<file path="config.mk">
export PLATFORM = sky130hd
export DESIGN_NAME = uart_rom_loader
export DESIGN_NICKNAME = d
export VERILOG_FILES = /design/src/rtl/loader_pkg.sv /design/src/rtl/uart_rx.sv /design/src/rtl/uart_rom_loader.sv
export SDC_FILE = /design/constraint.sdc
export NUM_CORES = 1
export LEC_CHECK = 0
export ABC_AREA = 1
export ABC_CLOCK_PERIOD_IN_PS = 2600
export CAP_MARGIN = 15
export CORE_MARGIN = 5
export CORE_UTILIZATION = 41
export CTS_CLUSTER_DIAMETER = 120
export DETAILED_ROUTE_END_ITERATION = 7
export GPL_TIMING_DRIVEN = 0
export SYNTH_ARGS = -nofsm -noshare
export SYNTH_HDL_FRONTEND = slang
export SYNTH_HIERARCHICAL = 1
export SYNTH_SLANG_ARGS = --single-unit
export TNS_END_PERCENT = 10
</file>
<file path="constraint.sdc">
create_clock -name clk -period 2.6 [get_ports clk]
set_input_delay 0.26 -clock clk [delete_from_list [all_inputs] [get_ports clk]]
set_output_delay 0.26 -clock clk [all_outputs]
set_load 0.02 [all_outputs]
</file>
<file path="src/rtl/loader_pkg.sv">
`default_nettype none
// +--------------------------------------------------------------------------+
// | Module      : loader_pkg                                                 |
// | Description : Shared definitions for the UART ROM loader: the frame      |
// |               sync byte and the loader FSM state encoding.               |
// | Revision    : 1.0 - initial release                                      |
// +--------------------------------------------------------------------------+
package loader_pkg;

    // First byte of every load frame; anything else in IDLE is line noise.
    localparam logic [7:0] c_SYNC_BYTE = 8'hA5;

    typedef enum logic [2:0] {
        IDLE   = 3'd0,
        CNT_LO = 3'd1,
        CNT_HI = 3'd2,
        DATA   = 3'd3,
        CSUM   = 3'd4
    } loader_state_t;

endpackage : loader_pkg
`default_nettype wire

</file>
<file path="src/rtl/uart_rx.sv">
`default_nettype none
// +--------------------------------------------------------------------------+
// | Module      : uart_rx                                                    |
// | Description : 8N1 UART receiver, LSB first, with input synchronizer,     |
// |               start-bit glitch rejection and stop-bit framing check.     |
// | Ports       : clk, rst (async, active-low), rx_i (async serial in),      |
// |               byte_o (last good byte), byte_valid_o (1-cycle pulse),     |
// |               frame_err_o (1-cycle pulse on stop bit = 0).               |
// | Revision    : 1.0 - initial release                                      |
// +--------------------------------------------------------------------------+
module uart_rx #(
    parameter int CLKS_PER_BIT = 434
) (
    input  logic       clk,
    input  logic       rst,
    input  logic       rx_i,
    output logic [7:0] byte_o,
    output logic       byte_valid_o,
    output logic       frame_err_o
);

    localparam int                  c_CNT_W     = $clog2(CLKS_PER_BIT);
    localparam logic [c_CNT_W-1:0]  c_BIT_LAST  = c_CNT_W'(CLKS_PER_BIT - 1);
    localparam logic [c_CNT_W-1:0]  c_HALF_LAST = c_CNT_W'(CLKS_PER_BIT / 2 - 1);

    typedef enum logic [1:0] {
        RX_IDLE  = 2'd0,
        RX_START = 2'd1,
        RX_DATA  = 2'd2,
        RX_STOP  = 2'd3
    } rx_state_t;

    logic [1:0]         r_sync;
    logic               r_prev;
    logic               w_rx;

    rx_state_t          r_state,   w_state_nxt;
    logic [c_CNT_W-1:0] r_cnt,     w_cnt_nxt;
    logic [2:0]         r_bit,     w_bit_nxt;
    logic [7:0]         r_shift,   w_shift_nxt;
    logic [7:0]         r_byte,    w_byte_nxt;
    logic               r_valid,   w_valid_nxt;
    logic               r_ferr,    w_ferr_nxt;

    assign w_rx = r_sync[1];

    // Two-flop synchronizer; r_prev gives a falling-edge detector on the
    // synchronized line so a line held low after a framing error cannot
    // retrigger a frame until it has returned high.
    always_ff @(posedge clk or negedge rst) begin
        if (!rst) begin
            r_sync <= 2'b11;
            r_prev <= 1'b1;
        end else begin
            r_sync <= {r_sync[0], rx_i};
            r_prev <= r_sync[1];
        end
    end

    always_ff @(posedge clk or negedge rst) begin
        if (!rst) begin
            r_state <= RX_IDLE;
            r_cnt   <= '0;
            r_bit   <= '0;
            r_shift <= '0;
            r_byte  <= '0;
            r_valid <= 1'b0;
            r_ferr  <= 1'b0;
        end else begin
            r_state <= w_state_nxt;
            r_cnt   <= w_cnt_nxt;
            r_bit   <= w_bit_nxt;
            r_shift <= w_shift_nxt;
            r_byte  <= w_byte_nxt;
            r_valid <= w_valid_nxt;
            r_ferr  <= w_ferr_nxt;
        end
    end

    always_comb begin
        w_state_nxt = r_state;
        w_cnt_nxt   = r_cnt;
        w_bit_nxt   = r_bit;
        w_shift_nxt = r_shift;
        w_byte_nxt  = r_byte;
        w_valid_nxt = 1'b0;
        w_ferr_nxt  = 1'b0;
        case (r_state)
            RX_IDLE: begin
                if (r_prev && !w_rx) begin
                    w_state_nxt = RX_START;
                    w_cnt_nxt   = '0;
                end
            end
            RX_START: begin
                // Half a bit after the edge: still low means a real start bit.
                if (r_cnt == c_HALF_LAST) begin
                    w_cnt_nxt = '0;
                    if (!w_rx) begin
                        w_state_nxt = RX_DATA;
                        w_bit_nxt   = '0;
                    end else begin
                        w_state_nxt = RX_IDLE;
                    end
                end else begin
                    w_cnt_nxt = r_cnt + 1'b1;
                end
            end
            RX_DATA: begin
                if (r_cnt == c_BIT_LAST) begin
                    w_cnt_nxt   = '0;
                    w_shift_nxt = {w_rx, r_shift[7:1]};
                    if (r_bit == 3'd7) begin
                        w_state_nxt = RX_STOP;
                    end else begin
                        w_bit_nxt = r_bit + 1'b1;
                    end
                end else begin
                    w_cnt_nxt = r_cnt + 1'b1;
                end
            end
            RX_STOP: begin
                if (r_cnt == c_BIT_LAST) begin
                    w_cnt_nxt   = '0;
                    w_state_nxt = RX_IDLE;
                    if (w_rx) begin
                        w_byte_nxt  = r_shift;
                        w_valid_nxt = 1'b1;
                    end else begin
                        w_ferr_nxt  = 1'b1;
                    end
                end else begin
                    w_cnt_nxt = r_cnt + 1'b1;
                end
            end
            default: w_state_nxt = RX_IDLE;
        endcase
    end

    assign byte_o       = r_byte;
    assign byte_valid_o = r_valid;
    assign frame_err_o  = r_ferr;

endmodule : uart_rx
`default_nettype wire

</file>
<file path="src/rtl/uart_rom_loader.sv">
`default_nettype none
// +--------------------------------------------------------------------------+
// | Module      : uart_rom_loader                                            |
// | Description : Receives a framed program image over UART and writes it   |
// |               into the instruction ROM, holding the core in reset until  |
// |               a checksum-verified image has been loaded.                 |
// | Ports       : clk, rst (async, active-low), uart_rx_i (serial in),       |
// |               rom_we_o/rom_waddr_o/rom_wdata_o (ROM write port),         |
// |               core_rst_n_o (core reset), loading_o, load_done_o,         |
// |               load_err_o (load status).                                  |
// | Revision    : 1.0 - initial release                                      |
// +--------------------------------------------------------------------------+
module uart_rom_loader
    import loader_pkg::*;
#(
    parameter int CLK_FREQ     = 50_000_000,
    parameter int BAUD         = 115200,
    parameter int ROM_DEPTH    = 4096,
    parameter int ADDR_W       = 12,
    parameter int TIMEOUT_BITS = 40
) (
    input  logic              clk,
    input  logic              rst,
    input  logic              uart_rx_i,
    output logic              rom_we_o,
    output logic [ADDR_W-1:0] rom_waddr_o,
    output logic [31:0]       rom_wdata_o,
    output logic              core_rst_n_o,
    output logic              loading_o,
    output logic              load_done_o,
    output logic              load_err_o
);

    localparam int                 c_CLKS_PER_BIT = CLK_FREQ / BAUD;
    localparam int                 c_TO_CYCLES    = TIMEOUT_BITS * c_CLKS_PER_BIT;
    localparam int                 c_TO_W         = $clog2(c_TO_CYCLES + 1);
    localparam logic [c_TO_W-1:0]  c_TO_LAST      = c_TO_W'(c_TO_CYCLES - 1);
    localparam logic [15:0]        c_DEPTH        = 16'(ROM_DEPTH);

    logic [7:0]        w_rx_byte;
    logic              w_rx_valid;
    logic              w_rx_ferr;

    loader_state_t     r_state,      w_state_nxt;
    logic [15:0]       r_count,      w_count_nxt;
    logic [31:0]       r_word,       w_word_nxt;
    logic [1:0]        r_byte_idx,   w_byte_idx_nxt;
    logic [15:0]       r_index,      w_index_nxt;
    logic [7:0]        r_csum,       w_csum_nxt;
    logic [c_TO_W-1:0] r_to_cnt,     w_to_cnt_nxt;
    logic              r_we,         w_we_nxt;
    logic [ADDR_W-1:0] r_waddr,      w_waddr_nxt;
    logic [31:0]       r_wdata,      w_wdata_nxt;
    logic              r_core_rst_n, w_core_rst_n_nxt;
    logic              r_loading,    w_loading_nxt;
    logic              r_done,       w_done_nxt;
    logic              r_err,        w_err_nxt;
    logic              w_abort;
    logic [15:0]       w_n;
    logic [31:0]       w_word_shifted;

    uart_rx #(
        .CLKS_PER_BIT (c_CLKS_PER_BIT)
    ) u_rx (
        .clk          (clk),
        .rst          (rst),
        .rx_i         (uart_rx_i),
        .byte_o       (w_rx_byte),
        .byte_valid_o (w_rx_valid),
        .frame_err_o  (w_rx_ferr)
    );

    always_ff @(posedge clk or negedge rst) begin
        if (!rst) begin
            r_state      <= IDLE;
            r_count      <= '0;
            r_word       <= '0;
            r_byte_idx   <= '0;
            r_index      <= '0;
            r_csum       <= '0;
            r_to_cnt     <= '0;
            r_we         <= 1'b0;
            r_waddr      <= '0;
            r_wdata      <= '0;
            r_core_rst_n <= 1'b1;
            r_loading    <= 1'b0;
            r_done       <= 1'b0;
            r_err        <= 1'b0;
        end else begin
            r_state      <= w_state_nxt;
            r_count      <= w_count_nxt;
            r_word       <= w_word_nxt;
            r_byte_idx   <= w_byte_idx_nxt;
            r_index      <= w_index_nxt;
            r_csum       <= w_csum_nxt;
            r_to_cnt     <= w_to_cnt_nxt;
            r_we         <= w_we_nxt;
            r_waddr      <= w_waddr_nxt;
            r_wdata      <= w_wdata_nxt;
            r_core_rst_n <= w_core_rst_n_nxt;
            r_loading    <= w_loading_nxt;
            r_done       <= w_done_nxt;
            r_err        <= w_err_nxt;
        end
    end

    always_comb begin
        w_state_nxt      = r_state;
        w_count_nxt      = r_count;
        w_word_nxt       = r_word;
        w_byte_idx_nxt   = r_byte_idx;
        w_index_nxt      = r_index;
        w_csum_nxt       = r_csum;
        w_to_cnt_nxt     = r_to_cnt;
        w_we_nxt         = 1'b0;
        w_waddr_nxt      = r_waddr;
        w_wdata_nxt      = r_wdata;
        w_core_rst_n_nxt = r_core_rst_n;
        w_loading_nxt    = r_loading;
        w_done_nxt       = r_done;
        w_err_nxt        = r_err;
        w_abort          = 1'b0;
        w_n              = {w_rx_byte, r_count[7:0]};
        // Bytes arrive LSB first, so each new byte enters at the top and
        // the first byte of a word ends up in bits [7:0].
        w_word_shifted   = {w_rx_byte, r_word[31:8]};

        if (r_state == IDLE) begin
            // Framing errors and non-sync bytes are ignored while idle.
            if (w_rx_valid && (w_rx_byte == c_SYNC_BYTE)) begin
                w_state_nxt      = CNT_LO;
                w_core_rst_n_nxt = 1'b0;
                w_loading_nxt    = 1'b1;
                w_done_nxt       = 1'b0;
                w_err_nxt        = 1'b0;
                w_to_cnt_nxt     = '0;
            end
        end else if (w_rx_ferr) begin
            w_abort = 1'b1;
        end else if (w_rx_valid) begin
            w_to_cnt_nxt = '0;
            case (r_state)
                CNT_LO: begin
                    w_count_nxt = {8'h00, w_rx_byte};
                    w_state_nxt = CNT_HI;
                end
                CNT_HI: begin
                    w_count_nxt = w_n;
                    if (w_n > c_DEPTH) begin
                        w_abort = 1'b1;
                    end else if (w_n == 16'd0) begin
                        w_csum_nxt  = '0;
                        w_state_nxt = CSUM;
                    end else begin
                        w_index_nxt    = '0;
                        w_csum_nxt     = '0;
                        w_byte_idx_nxt = '0;
                        w_state_nxt    = DATA;
                    end
                end
                DATA: begin
                    w_word_nxt     = w_word_shifted;
                    w_csum_nxt     = r_csum + w_rx_byte;
                    w_byte_idx_nxt = r_byte_idx + 1'b1;
                    if (r_byte_idx == 2'd3) begin
                        w_we_nxt    = 1'b1;
                        w_wdata_nxt = w_word_shifted;
                        w_waddr_nxt = r_index[ADDR_W-1:0];
                        w_index_nxt = r_index + 16'd1;
                        if (r_index == r_count - 16'd1) begin
                            w_state_nxt = CSUM;
                        end
                    end
                end
                CSUM: begin
                    if (w_rx_byte == r_csum) begin
                        w_done_nxt       = 1'b1;
                        w_core_rst_n_nxt = 1'b1;
                        w_loading_nxt    = 1'b0;
                        w_state_nxt      = IDLE;
                    end else begin
                        w_abort = 1'b1;
                    end
                end
                default: w_abort = 1'b1;
            endcase
        end else if (r_to_cnt == c_TO_LAST) begin
            w_abort = 1'b1;
        end else begin
            w_to_cnt_nxt = r_to_cnt + 1'b1;
        end

        // An abort leaves the core held in reset: the ROM may hold a
        // partial image, so only a later good load may release it.
        if (w_abort) begin
            w_err_nxt     = 1'b1;
            w_loading_nxt = 1'b0;
            w_state_nxt   = IDLE;
        end
    end

    assign rom_we_o     = r_we;
    assign rom_waddr_o  = r_waddr;
    assign rom_wdata_o  = r_wdata;
    assign core_rst_n_o = r_core_rst_n;
    assign loading_o    = r_loading;
    assign load_done_o  = r_done;
    assign load_err_o   = r_err;

endmodule : uart_rom_loader
`default_nettype wire

</file>
==> flow_summary.json, run 1 <==
{
  "synth-seq-area-share_pct": 49.4,
  "leakagePower_nw": 4.68,
  "syn_avg_cell_area_um2": 8.35,
  "start_kind": "flop",
  "final-seq-area_mm2": 0.00421,
  "hold_viol_final": 0,
  "grt_max_degree": 123,
  "swShare_pct": 27.4,
  "synth_edf_count": 0,
  "finClkSkew_ns": 0.0153,
  "slew_headroom_pct": 59.7,
  "drc_errors": 0,
  "cts.sinks": 168,
  "setup.worst_path.end_class": "flop",
  "hold_class": "input pin to flop",
  "grt_antenna_before_repair": 0,
  "drive_gt1_share_pct": 10.9,
  "dpl.hpwl_um": 13500,
  "syn-instance-count": 1020,
  "num_vias": 6763,
  "first_pass_iters": 5,
  "row_count": 52,
  "dpl_cell_area_mm2": 0.00940,
  "clock_latency_ns": 0.44,
  "synthFlopType": "dfrtp_1",
  "die_h_um": 154,
  "synth_cell_types": 46,
  "drv_cap": 0,
  "drt-total-wl_um": 18800,
  "gp_congestion": 0.854,
  "clkPwrFrac_pct": 45.8,
  "drv_slew": 0,
  "tritoncts": "done",
  "portBuffers": 51,
  "power.internal_w": 0.00418,
  "coreArea_mm2": 0.0204,
  "crit_arrival_ns": 2.72,
  "multi_input_comb_area_mm2": 0.00365,
  "syn_area_mm2": 0.00852,
  "io_pins": 52,
  "syn_nets": 1041,
  "n_antenna_cell": 0,
  "path_max_fanout": 7,
  "n_fill_cell": 1978,
  "p_switching_w": 0.00158,
  "clock_path_buffers": 2,
  "clkTransAtPathRegs_ns": 0.07,
  "rsz0062_at_grt": "false",
  "die_w_um": 154,
  "p_per_area_mw_per_mm2": 574,
  "r2r_cells": 16,
  "start_util_pct": 41.8,
  "post_cts_buffers": 0,
  "seqPwrFrac_pct": 46.9,
  "finalNetCount": 1113,
  "setup_viol": 0,
  "ir_drop_mv": 0.392,
  "grt_pass1_vias": 6567,
  "drt_first_iter_violations": 446,
  "synth-warning-count": 6,
  "setup_tns_ns": 0,
  "viasPerCell": 4.92,
  "crit_type": "flop to flop",
  "ant_nets": 0,
  "die_area_mm2": 0.0238,
  "holdPathStages": 1,
  "worst_pin_slew_ns": 0.604,
  "grtUsageTotal_pct": 16.7,
  "max_freq_ghz": 0.424,
  "cts-root-buf": "clkbuf_16",
  "htree_levels": 4,
  "pwr-share-comb_pct": 7.3,
  "status": "finished, final reports clean",
  "fin_crit_ns": 2.36,
  "globalRouteOverflowTotal": 0,
  "post-route-cell-area_mm2": 0.0100,
  "worstPathRequired_ns": 2.97,
  "area_delta_synth_final_pct": 17.8,
  "grt_pass1_wl_um": 32800,
  "period_share_pct": 90.7,
  "numCtsBuffers": 17,
  "async_flop_share_pct": 100,
  "ys_seq_elements": 168,
  "wl_per_cell_um": 13.7
}
-- cells by family after synthesis --
family	after synthesis	share of synthesized area (%)
buffers and inverters	153	7.71
muxes	1	0.118
and+or+nand+nor	471	24.0
AOI/OAI and AO/OA	173	12.3
DFF	168	49.4
xor gates and xnor gates	36	3.70
adders and majority gates	18	2.73
-- worst max-delay path, stage by stage, from the launching register on --
cell      delay, ns
dfrtp_1        0.40
inv_1          0.18
ha_1           0.22
nand2_1        0.11
nor2_1         0.37
nand3b_1       0.12
nand2_1        0.08
inv_1          0.03
nor2_1         0.07
nand2_1        0.07
nor2_1         0.13
nand2_1        0.10
nand2_1        0.07
nand2_1        0.09
nand2_1        0.12
nand2_1        0.06
nand2_1        0.06
-- what timing repair did --
item,CTS,global route
endpoints found under the hold margin,45,0
hold buffers,1,0
gates resized for setup,0,0
-- Yosys cell counts (3+ instances only) --
cell	number	area, µm²
o21ai_2	31	272
buf_2	7	35.0
buf_6	9	101
o21ai_1	30	150
ha_1	17	213
or2_2	4	25.0
clkbuf_1	8	30.0
xor2_1	24	210
nor2_2	3	18.8
nand2_1	281	1050
nor4_1	3	18.8
inv_1	113	424
nor2_1	72	270
o21ai_0	66	330
nand2_4	4	45.0
o31ai_1	12	90.1
nor3_1	17	85.1
inv_2	11	41.3
nand2_2	5	31.3
nand4_1	11	68.8
nor2_4	3	33.8
nand3b_1	6	45.0
nand3_1	57	285
dfstp_2	4	105
dfrtp_1	164	4100
buf_1	3	11.3
a21oi_1	20	100
o22ai_1	3	18.8
xnor2_1	12	105
-- power groups by stage --
stage	clock, W	combinational (W)	sequential (W)
detailed placement	0	0.000419	0.00275
floorplan	0	0.000292	0.00274
global route	0.00281	0.000494	0.00271
global placement	0	0.000408	0.00275
CTS	0.00271	0.000424	0.00270
finish	0.00264	0.000418	0.00270
-- sequential cells by signal (all words and copies together) (netlist names), 2 cells and up, named ones only --
signal and cells:
r_to_cnt 15, r_state 3, rom_wdata_o 32, u_rx/r_sync 2, u_rx/byte_o 8, rom_waddr_o 12
r_byte_idx 2, u_rx/r_cnt 9, r_csum 8, r_count 16, u_rx/r_bit 3, u_rx/r_shift 8
r_word 24, r_index 16
-- cell usage in the layout, fill, tap and decap left out, types with 5 or more instances in the layout --
cell             count
inv_2               11
o31ai_1             12
clkbuf_16           17
clkbuf_1             8
nand3_1             57
nand3b_1             6
nor2_1              72
inv_8                5
a21oi_1             20
dfrtp_1            164
buf_2                7
ha_1                17
nand2_1            281
clkdlybuf4s50_1     50
xnor2_1             12
nor3_1              17
o21ai_1             30
inv_1              113
o21ai_0             66
xor2_1              24
buf_6                9
o21ai_2             31
nand2_2              5
nand4_1             11
-- through the flow --
| step | cells | setup slack, ns | utilization, % | hold slack [ns] | power, W |
|---|---|---|---|---|---|
| 2_1_floorplan | 1020 | 0.643 | - | -0.0356 | 0.00304 |
| 3_3_place_gp | 1341 | -5.80 | 46.0 | 0.347 | 0.00316 |
| 3_5_place_dp | 1342 | 0.251 | 46.2 | 0.190 | 0.00317 |
| 4_1_cts | 1375 | 0.240 | 49.3 | 0.212 | 0.00583 |
| 5_1_grt | 1375 | 0.0198 | 49.3 | 0.230 | 0.00602 |
| 6_report | 1375 | 0.241 | 49.3 | 0.235 | 0.00576 |
-- final timing paths --
path / from / slack, ns / to
worst min register to register: u_rx/r_sync[0] / 0.36 / u_rx/r_sync[1]
max in group asynchronous: rst / 1.37 / u_rx/frame_err_o
worst min-delay path: uart_rx_i / 0.23 / u_rx/r_sync[0]
min in group asynchronous: rst / 0.31 / r_index[8]
worst max-delay path: r_count[0] / 0.24 / r_state[2]
worst max register to register: r_count[0] / 0.24 / r_state[2]
-- per-layer routing --
metal / wire length [µm] / track usage [%] / vias up
met1: 9390 / 23.9 / 3204
li1: - / - / 3436
met5: 0 / 0 / -
met3: 653 / 2.87 / 20
met4: 310 / 5.93 / 0
met2: 8460 / 25.7 / 103
-- final cells by class --
type                    instances  share of cell area [%]
plain buffers                  28                    1.85
clock buffers                  17                    4.24
clock inverters                15                    2.01
inverters                     125                    4.70
multi-input cells             699                    36.4
flip-flops and latches        168                    41.9
well taps                     270                    3.37
repair buffers                 53                    5.51
Power figures use the tool's default switching activity.
==> inputs of run 2 (changes only) <==
- CORE_UTILIZATION: 41 -> 40
- SETUP_SLACK_MARGIN: default -> 0.02
- SYNTH_HIERARCHICAL: 1 -> default
==> flow_summary.json, run 2 <==
{
  "synthFlopType": "dfrtp_1",
  "crit_path_end": "r_state[0]",
  "post_cts_buffers": 0,
  "drive_gt1_share_pct": 8.42,
  "synth-warning-count": 0,
  "finClkSkew_ns": 0.0128,
  "synth_top_area_cell": "dfrtp_1",
  "ant_nets": 0,
  "layout.cells.most_common": "nand2_1",
  "cts.sinks": 168,
  "worst_pin_slew_ns": 0.575,
  "syn_avg_cell_area_um2": 8.44,
  "final_cell_mix": "nand2_1 (254), dfrtp_1 (164), inv_1 (123)",
  "die_w_um": 155,
  "n_fill_cell": 2053,
  "drc_errors": 0,
  "status": "finished, final reports clean",
  "fin_crit_ns": 2.23,
  "busiest_layer": "met2",
  "hold_class": "input pin to flop",
  "globalRouteOverflowTotal": 0,
  "clkTransAtPathRegs_ns": 0.07,
  "grt_util_met1_pct": 24.3,
  "largest_reg_flops": 32,
  "htree_levels": 4,
  "n_antenna_cell": 0,
  "crit_type": "flop to flop",
  "dpl.hpwl_um": 14000,
  "async_flop_share_pct": 100,
  "start_util_pct": 40.3,
  "drt_first_iter_violations": 348,
  "synth_cell_types": 50,
  "area_delta_synth_final_pct": 17.5,
  "die_h_um": 155,
  "cp-startpoint": "r_count[0]",
  "portBuffers": 51,
  "die_area_mm2": 0.0240,
  "post_cts_resized": 0,
  "slew_headroom_pct": 61.3,
  "grt_pass1_wl_um": 33500,
  "worstPathRequired_ns": 2.92,
  "worstReg2RegStart": "r_count[0]",
  "power_w": 0.00561,
  "synth_area_leaders": "dfrtp_1 (49%), nand2_1 (11%), o21ai_0 (5.8%), inv_1 (5.5%), ha_1 (3.1%)",
  "synth_top_area_share_pct": 48.8,
  "holdWs_ns": 0.230,
  "hold_viol_final": 0,
  "drv_slew": 0,
  "setup_viol": 0,
  "tritoncts": "done",
  "r2r_setup_slack_ns": 0.37,
  "leakagePower_nw": 4.65,
  "ir_drop_mv": 0.600,
  "drv_cap": 0,
  "synth_most_common_cell": "nand2_1",
  "period_share_pct": 85.6,
  "grt_use_met2_pct": 26.7,
  "grt_use_met3_pct": 3.34,
  "p_per_area_mw_per_mm2": 568,
  "cts-root-buf": "clkbuf_16",
  "syn-instance-count": 996,
  "coreArea_mm2": 0.0209,
  "max_freq_ghz": 0.449,
  "io_pins": 52,
  "row_count": 53,
  "grt_antenna_before_repair": 0,
  "grt_pass1_vias": 6585,
  "synth-seq-area-share_pct": 50.1,
  "crit_arrival_ns": 2.55,
  "r2r_end": "r_state[0]",
  "syn_area_mm2": 0.00841,
  "setup.worst_path.end_class": "flop",
  "finalNetCount": 1093,
  "gp_congestion": 0.905,
  "clock_latency_ns": 0.44,
  "path_max_fanout": 6,
  "ys_seq_elements": 168,
  "grt_max_degree": 109,
  "syn_nets": 1021,
  "numCtsBuffers": 17,
  "synth_edf_count": 0,
  "start_kind": "flop",
  "r2r_cells": 17,
  "drt-total-wl_um": 19400,
  "grtUsageTotal_pct": 17.1,
  "clock_path_buffers": 2,
  "wl_per_cell_um": 14.3,
  "num_vias": 6714,
  "first_pass_iters": 5,
  "rsz0062_at_grt": "false",
  "viasPerCell": 4.95,
  "synth_common_cells": "nand2_1 (254), dfrtp_1 (164), inv_1 (123)"
}
run 2: cell count changes in the layout (fill, tap and decap cells not counted), sizes merged, moves of 3 or more:
cell	change
nor2	-4
nand2	-34
ha	+4
o21ai	-13
mux2	+3
nand3	-7
nor3	+9
o22ai	+13
a21oi	+5
nor4	+5
nor3b	+3
o31ai	-12
run 2: worst min-delay path by stage:
stage | start | endpoint | depth (start not counted)
floorplan | rst | asynchronous set/reset pin | 0
global placement | u_rx.r_sync[0] | u_rx.r_sync[1] | 0
detailed placement | rst | rom_wdata_o[5] | 1
CTS | uart_rx_i | u_rx.r_sync[0] | 1
global route | uart_rx_i | u_rx.r_sync[0] | 1
finish | uart_rx_i | u_rx.r_sync[0] | 1
run 2: worst max-delay path: stages, from the launching register on:
cell and delay, ns:
dfrtp_1 0.38, inv_1 0.12, ha_1 0.21, nand2_1 0.15, nor2_1 0.25, nand2_1 0.08
nand2_1 0.07, inv_1 0.04, nor2_1 0.09, nand3_1 0.10, nor2_1 0.10, nand2_1 0.06
nand2_1 0.07, nand2_1 0.05, nand2_1 0.11, nand2_1 0.10, nand2_1 0.07, nand2_1 0.05
run 2: layer usage:
| metal | vias up | routed length [µm] |
|---|---|---|
| met1 | 3146 | 9420 |
| met4 | 0 | 301 |
| met2 | 159 | 8720 |
| li1 | 3386 | - |
| met5 | - | 0 |
| met3 | 23 | 976 |
run 2: cell families after synthesis:
logic type	after synthesis	share of synthesized area, %
simple gates	441	22.9
compound gates	171	11.6
fa+ha+maj	22	3.36
buf+inv	154	7.77
flops	168	50.1
xor+xnor	36	3.75
mux	4	0.565
run 2: through the flow:
step,setup WS (ns),util (%),cells,cell area (µm²),setup TNS [ns]
2_1_floorplan,0.789,-,996,8410,0
4_1_cts,0.366,47.3,1356,9880,0
3_5_place_dp,0.370,44.5,1323,9300,0
3_3_place_gp,-5.81,44.3,1322,9260,-964.39
5_1_grt,0.0468,47.3,1356,9880,0
6_report,0.374,47.3,1356,9880,0
run 2: layout make-up:
| type | count | area, µm² | area share (%) |
|---|---|---|---|
| plain buffers | 27 | 174 | 1.76 |
| clock buffers | 17 | 425 | 4.30 |
| clock inverters | 15 | 151 | 1.53 |
| inverters | 127 | 479 | 4.85 |
| multi-input cells | 674 | 3550 | 35.9 |
| flip-flops and latches | 168 | 4210 | 42.6 |
| well taps | 275 | 344 | 3.48 |
| repair buffers | 53 | 553 | 5.60 |
run 2: repair_timing:
item                       4_1_cts  5_1_grt
hold buffers                     1        0
hold endpoints to repair        59        0
setup endpoints to repair        0        0
run 2: power by group:
part	total, W	switching [W]	internal (W)
clock	0.00249	0.00121	0.00128
sequential	0.00271	0.0000398	0.00267
combinational	0.000414	0.000288	0.000127
==> inputs of run 3 (changes only) <==
- CTS_BUF_LIST: default -> sky130_fd_sc_hd__clkbuf_16
==> results of run 3 <==
Same layout as run 2: the final DEF is identical, and so are final timing and power.
